--- config.mk ---
export PLATFORM = sky130hd
export DESIGN_NAME = bch_codeword_assembler
export DESIGN_NICKNAME = d
export VERILOG_FILES = /design/src/rtl/bch_codeword_assembler.sv
export SDC_FILE = /design/constraint.sdc
export NUM_CORES = 1
export LEC_CHECK = 0
export BUFFER_PORTS_ARGS = -buffer_cell sky130_fd_sc_hd__buf_2
export CORE_AREA = 4 4 113 115
export CTS_CLUSTER_DIAMETER = 200
export CTS_CLUSTER_SIZE = 16
export DETAILED_ROUTE_END_ITERATION = 7
export DIE_AREA = 0 0 117 119
export PLACE_DENSITY_LB_ADDON = 0.15
export SLEW_MARGIN = 15
export SYNTH_ARGS = -nofsm -noshare
export SYNTH_HDL_FRONTEND = slang
export SYNTH_SLANG_ARGS = --single-unit
export TNS_END_PERCENT = 10
--- constraint.sdc ---
create_clock -name clk -period 3.3 [get_ports clk]
set_input_delay 0.33 -clock clk [delete_from_list [all_inputs] [get_ports clk]]
set_output_delay 0.33 -clock clk [all_outputs]
set_load 0.005 [all_outputs]
--- src/rtl/bch_codeword_assembler.sv ---
// Serial-to-parallel front end for the BCH(63,51) decoder: collects hard-decision
// bits MSB-first into N-bit codewords and presents them through a valid/ready register.
module bch_codeword_assembler #(
    parameter int N     = 63,
    parameter int CNT_W = 16
) (
    input  logic             clk,
    input  logic             rst_n,
    input  logic             in_bit,
    input  logic             in_valid,
    input  logic             in_sof,
    output logic [N-1:0]     out_data,
    output logic             out_valid,
    input  logic             out_ready,
    output logic             ovf_pulse,
    output logic [CNT_W-1:0] blk_cnt,
    output logic [5:0]       bit_idx
);

    // Only N-1 bits need storing; the final bit is taken straight from in_bit.
    logic [N-2:0] shift_reg;
    logic [N-1:0] word;
    logic         last_bit;
    logic         complete;
    logic         accept;
    logic         out_free;

    always_comb begin
        word     = {shift_reg, in_bit};
        last_bit = (bit_idx == 6'(N - 1));
        complete = in_valid & ~in_sof & last_bit;
        accept   = out_valid & out_ready;
        out_free = ~out_valid | out_ready;
    end

    always_ff @(posedge clk or negedge rst_n) begin
        if (!rst_n) begin
            shift_reg <= '0;
            bit_idx   <= '0;
        end else if (in_valid) begin
            if (in_sof) begin
                shift_reg <= (N - 1)'(in_bit);
                bit_idx   <= 6'd1;
            end else begin
                shift_reg <= {shift_reg[N-3:0], in_bit};
                bit_idx   <= last_bit ? 6'd0 : bit_idx + 6'd1;
            end
        end
    end

    always_ff @(posedge clk or negedge rst_n) begin
        if (!rst_n) begin
            out_data  <= '0;
            out_valid <= 1'b0;
            ovf_pulse <= 1'b0;
            blk_cnt   <= '0;
        end else begin
            ovf_pulse <= complete & ~out_free;
            if (complete && out_free) begin
                out_data  <= word;
                out_valid <= 1'b1;
            end else if (accept) begin
                out_valid <= 1'b0;
            end
            if (accept) begin
                blk_cnt <= blk_cnt + 1'b1;
            end
        end
    end

endmodule

* Yosys cells after proc, flatten, opt, wreduce, memory -nomap -nowiden
Cells that the tools add are included.
Widths: inputs -> output; s select.
** Word-level totals
- Bits in registers :: 149
- Bits of input ports :: 6
- Output and inout bits :: 87
- Word-level logic and storage cells :: 24
** Operators by class
- Add/sub/neg operators :: 2
- Equality and inequality tests :: 1
- Multiplexer cells :: 5
- Bitwise operators :: 8
- Reduce and logical (&&, ||, !) cells :: 2
** Operators by type and width (number)
- $mux 62 :: 1
- $add 16x1->16 const B :: 1
- $mux 6 :: 2
- $add 6x1->6 const B :: 1
- $eq 6x6->1 const B :: 1
- $and 1x1->1 :: 4
- $not 1->1 :: 3
- $mux 1 :: 2
- $reduce_bool 2->1 :: 1
- $logic_and 1x1->1 :: 1
- $or 1x1->1 :: 1

* Longest topological paths before layout
- Depth in word-level cells :: 5
- Gate-level depth with buffers :: 8
- Mapped depth without buffers :: 6

* Worst setup path after synthesis
OpenSTA, ideal clock, no wires.
- Path type :: reg2reg
- From :: register bit_idx[0]
- To :: register out_data[10]
- Library setup time :: 0.125 ns
- Arrival :: 1.790 ns
- Data required time :: 3.175 ns
- Setup slack :: 1.385 ns
- Cell stages (with the launch flop) :: 9
- Path buffers :: 2
- Period minus slack after synthesis :: 1.915 ns
- Cells stage by stage :: dfrtp_1 > inv_1 > ha_1 > nand2_1 > or3_4 > nand2b_4 > buf_12 > buf_12 > mux2_4
** Between the ends
- Cells in the longest elaborated chain, start to end :: 3
** Ends and longest elaborated chain
- start: declaration :: line 17 : output logic [5:0] bit_idx
- start signal: assignment :: line 46 : bit_idx <= last_bit ? 6'd0 : bit_idx + 6'd1;
- $eq 6x6->1 :: line 30 : last_bit = (bit_idx == 6'(N - 1));
- $and 1x1->1 :: line 31 : complete = in_valid & ~in_sof & last_bit;
- $logic_and 1x1->1 :: line 59 : if (complete && out_free) begin
- end signal: assignment :: line 60 : out_data <= word;
- end: declaration :: line 12 : output logic [N-1:0] out_data,
Every way passes these cells.
A chain may end at the register's enable or synchronous reset.

* Worst setup path in the final report
- From :: register bit_idx[0]
- To :: register out_data[33]
Same word-level chain as after synthesis.

==> summary.md <==
| Metric | Value |
|---|---|
| Run status | finished clean |
| CTS tree | yes |
| Detailed Route WL | 11.5 mm |
| Crit path required time | 3.59 ns |
| Relative slew slack | 29.0% |
| Ordered list of cells on the worst path | inv_1 > ha_1 > nand2_1 > or3_4 > nand2b_4 > buf_4 > mux2_4 |
| Number of hold violations in the final report | 0 |
| Biggest area contributors in the synthesized netlist | sky130_fd_sc_hd__dfrtp_1 (58%), sky130_fd_sc_hd__mux2_4 (14%), sky130_fd_sc_hd__nand3b_1 (7.0%) |
| Worst hold path type | in -> reg |
| Most frequently used flop master after synthesis | sky130_fd_sc_hd__dfrtp_1 |
| Area share of the largest cell type after synthesis | 58.3% |
| Horiz. Die Dim | 117 um |
| Number of violations of the max-capacitance limit | 0 |
| Setup repair after global routing missed its margin | false |
| Number of antenna violations at the first check in global routing | 0 |
| HPWL Detailed | 7.24 mm |
| Core outline area | 0.0118 sq mm |
| Count of pins on the block boundary | 93 |
| Setup fix buffers added after clock tree synthesis | 0 |
| Ratio of final minimum period to clock period | 75.1% |
| Flip-flop count of the largest register, all copies and words added | 63 |
| Number of antenna diodes | 0 |
| Kind of end point of the critical path | flip-flop |
| Hold slack final | 0.173 ns |
| Area growth from synthesis to layout | 16.0% |
| Leak | 3.89 nW |
| Dominant cell by count in the synthesized netlist | sky130_fd_sc_hd__dfrtp_1 |
| Ratio of routed vias to standard cells | 5.17 |
| Number of instances in the synthesized netlist | 498 |
| DRC violations left | 0 |
| Critical path type | reg -> reg |
| Clock Latency Late Sink | 0.41 ns |
| Worst-path clk slew | 0.06 ns |
| Count of pins over their slew limit | 0 |
| Cell with the biggest individual delay on the critical path | sky130_fd_sc_hd__nand2b_4 |
| WP data arrival | 2.77 ns |
| Min cycle time layout | 2.48 ns |
| Share of final-layout standard cells stronger than drive strength 1 | 32.6% |
| Critical Path Start Type | flip-flop |
| Final core utilization | 62.8% |
| Number of H-tree branching levels | 4 |
| Post-Syn Area | 0.00639 sq mm |
| Final cell count without fillers | 748 |
| Synth cell count leaders | sky130_fd_sc_hd__dfrtp_1 (149), sky130_fd_sc_hd__inv_1 (65), sky130_fd_sc_hd__o21ai_0 (65) |
| Overflow left after global routing | 0 |
| Die span in y | 119 um |
| Placed Area | 0.00688 sq mm |
| Async set or reset register ratio after synthesis | 100% |
| Clock tree skew after final layout | 0.00636 ns |
| Transition time at the pin with the least slew margin | 1.07 ns |
| Largest voltage drop on the vdd net | 271 uV |
| Standard-cell row count | 40 |
| Root buffer cell | sky130_fd_sc_hd__clkbuf_16 |
| Average wire per cell in the routed design | 15.3 um |
| Clock Tree Buf Depth | 2 |
| Final estimated routing congestion in global placement | 0.775 |
| Number of nets in the synthesized netlist | 507 |
| Starting utilization of the core area | 54.1% |
| Number of placed cells counting well taps | 716 |
| Tot GR Track Use | 17.6% |
| Clock sink count | 149 |
| Final total power | 3.73 mW |
| Cell accounting for the most synthesized area | sky130_fd_sc_hd__dfrtp_1 |
| Proportion of synthesized chip area in sequential cells | 58.3% |
| Final count of negative-setup-slack endpoints | 0 |
| Setup TNS | 0 ns |
| Final setup slack of the worst path | 0.821 ns |
| Vias in the first global route | 3834 |
| Global-route wire length before repair | 19.4 mm |
| Initial DRT Pass Iterations | 6 |
| DRT iter0 DRCs | 216 |
| CP top delay family | simple AND/OR/NAND/NOR gates |
| Placement-stage worst setup slack | 0.829 ns |
| Pin count of the biggest net entering global routing | 131 |
| Achievable frequency | 403 MHz |
| Total number of yosys warnings | 0 |
| Avg Inst Size Synth | 12.8 sq um |
| Net count, final | 598 |
| #FFs+latches synth | 149 |
| Area of the die | 0.0139 sq mm |
| Crit-path max FO | 36 |
| Total via count in the routed design | 3865 |
| Final Cell Area | 0.00742 sq mm |
| Number of buffers inserted during clock tree synthesis | 17 |
| Worst path max stage delay | 0.47 ns |
| Remaining number of nets flagged by the antenna check after routing | 0 |
| PwrDens | 504 mW/mm^2 |
| Input/output buffers | 92 |
| Number of enable-type register cells in the synthesized netlist | 0 |
| Buffers plus inverters on the worst setup path | 2 |
| Netlist cell types | 30 |
cell families after synthesis:
| family | count (synthesis) | synth area share, % |
|---|---|---|
| compound gates | 73 | 5.95 |
| xor+xnor | 15 | 2.05 |
| fa+ha+maj | 3 | 0.587 |
| buf+inv | 92 | 7.18 |
| flops | 149 | 58.3 |
| mux | 66 | 15.1 |
| simple gates | 100 | 10.8 |
timing repair:
item / in CTS / in global routing
gates resized for setup: 0 / 0
hold buffers: 1 / 0
endpoints found under the setup margin: 0 / 0
endpoints found under the hold margin: 10 / 0
cell usage in the layout (no fill, tap or decap), types with 2 or more instances in the layout:
cell | synthesis | layout
sky130_fd_sc_hd__xnor2_1 | 9 | 9
sky130_fd_sc_hd__nand4_1 | 4 | 4
sky130_fd_sc_hd__nor4_1 | 2 | 2
sky130_fd_sc_hd__o21ai_0 | 65 | 65
sky130_fd_sc_hd__dfrtp_1 | 149 | 149
sky130_fd_sc_hd__clkbuf_1 | 20 | 7
sky130_fd_sc_hd__xor2_1 | 6 | 6
sky130_fd_sc_hd__mux2_2 | 6 | 6
sky130_fd_sc_hd__mux2_4 | 60 | 60
sky130_fd_sc_hd__inv_1 | 65 | 65
sky130_fd_sc_hd__nand2_1 | 8 | 8
sky130_fd_sc_hd__nand3b_1 | 60 | 60
sky130_fd_sc_hd__nand2b_4 | 2 | 2
sky130_fd_sc_hd__and3_1 | 2 | 2
sky130_fd_sc_hd__nand3_1 | 6 | 6
sky130_fd_sc_hd__nor2_1 | 6 | 6
sky130_fd_sc_hd__o22ai_1 | 2 | 2
sky130_fd_sc_hd__buf_4 | 0 | 7
sky130_fd_sc_hd__buf_2 | 0 | 90
sky130_fd_sc_hd__nor3_1 | 2 | 2
sky130_fd_sc_hd__clkbuf_8 | 0 | 2
sky130_fd_sc_hd__clkbuf_16 | 0 | 17
sky130_fd_sc_hd__a21o_1 | 2 | 2
sky130_fd_sc_hd__ha_1 | 3 | 3
sky130_fd_sc_hd__and3_2 | 2 | 2
sky130_fd_sc_hd__nor3b_1 | 3 | 3
sky130_fd_sc_hd__clkinv_2 | 0 | 4
where the power goes:
part           total [mW]  switching, mW  internal [mW]  leakage, nW
sequential           1.86         0.0203           1.84         2.07
clock                1.74          0.677           1.07        0.262
combinational       0.127         0.0840         0.0428         1.55
metal layers:
metal / global-route usage, % / wire length, um
met5: 0 / 0
met4: 5.16 / 84
met3: 5.64 / 488
met2: 26.0 / 5390
met1: 25.0 / 5520
final cells by class:
type | count | area (sq um)
Clock buffer | 26 | 479
Clock inverter | 5 | 50.0
Fill cell | 930 | 4400
Inverter | 65 | 244
Multi-Input combinational cell | 257 | 2210
Sequential cell | 149 | 3730
Tap cell | 147 | 184
Timing Repair Buffer | 99 | 524
worst paths after layout:
path | from | endpoint | slack, ns | cells past startpoint
max | bit_idx[0] | out_data[33] | 0.82 | 7
min | in_bit | shift_reg[0] | 0.17 | 2
max reg2reg | bit_idx[0] | out_data[33] | 0.82 | 7
min reg2reg | blk_cnt[15] | blk_cnt[15] | 0.47 | 1
max in group asynchronous | rst_n | out_data[22] | 1.80 | 3
min in group asynchronous | rst_n | blk_cnt[9] | 0.53 | 2
Power figures use the tool's default switching activity.
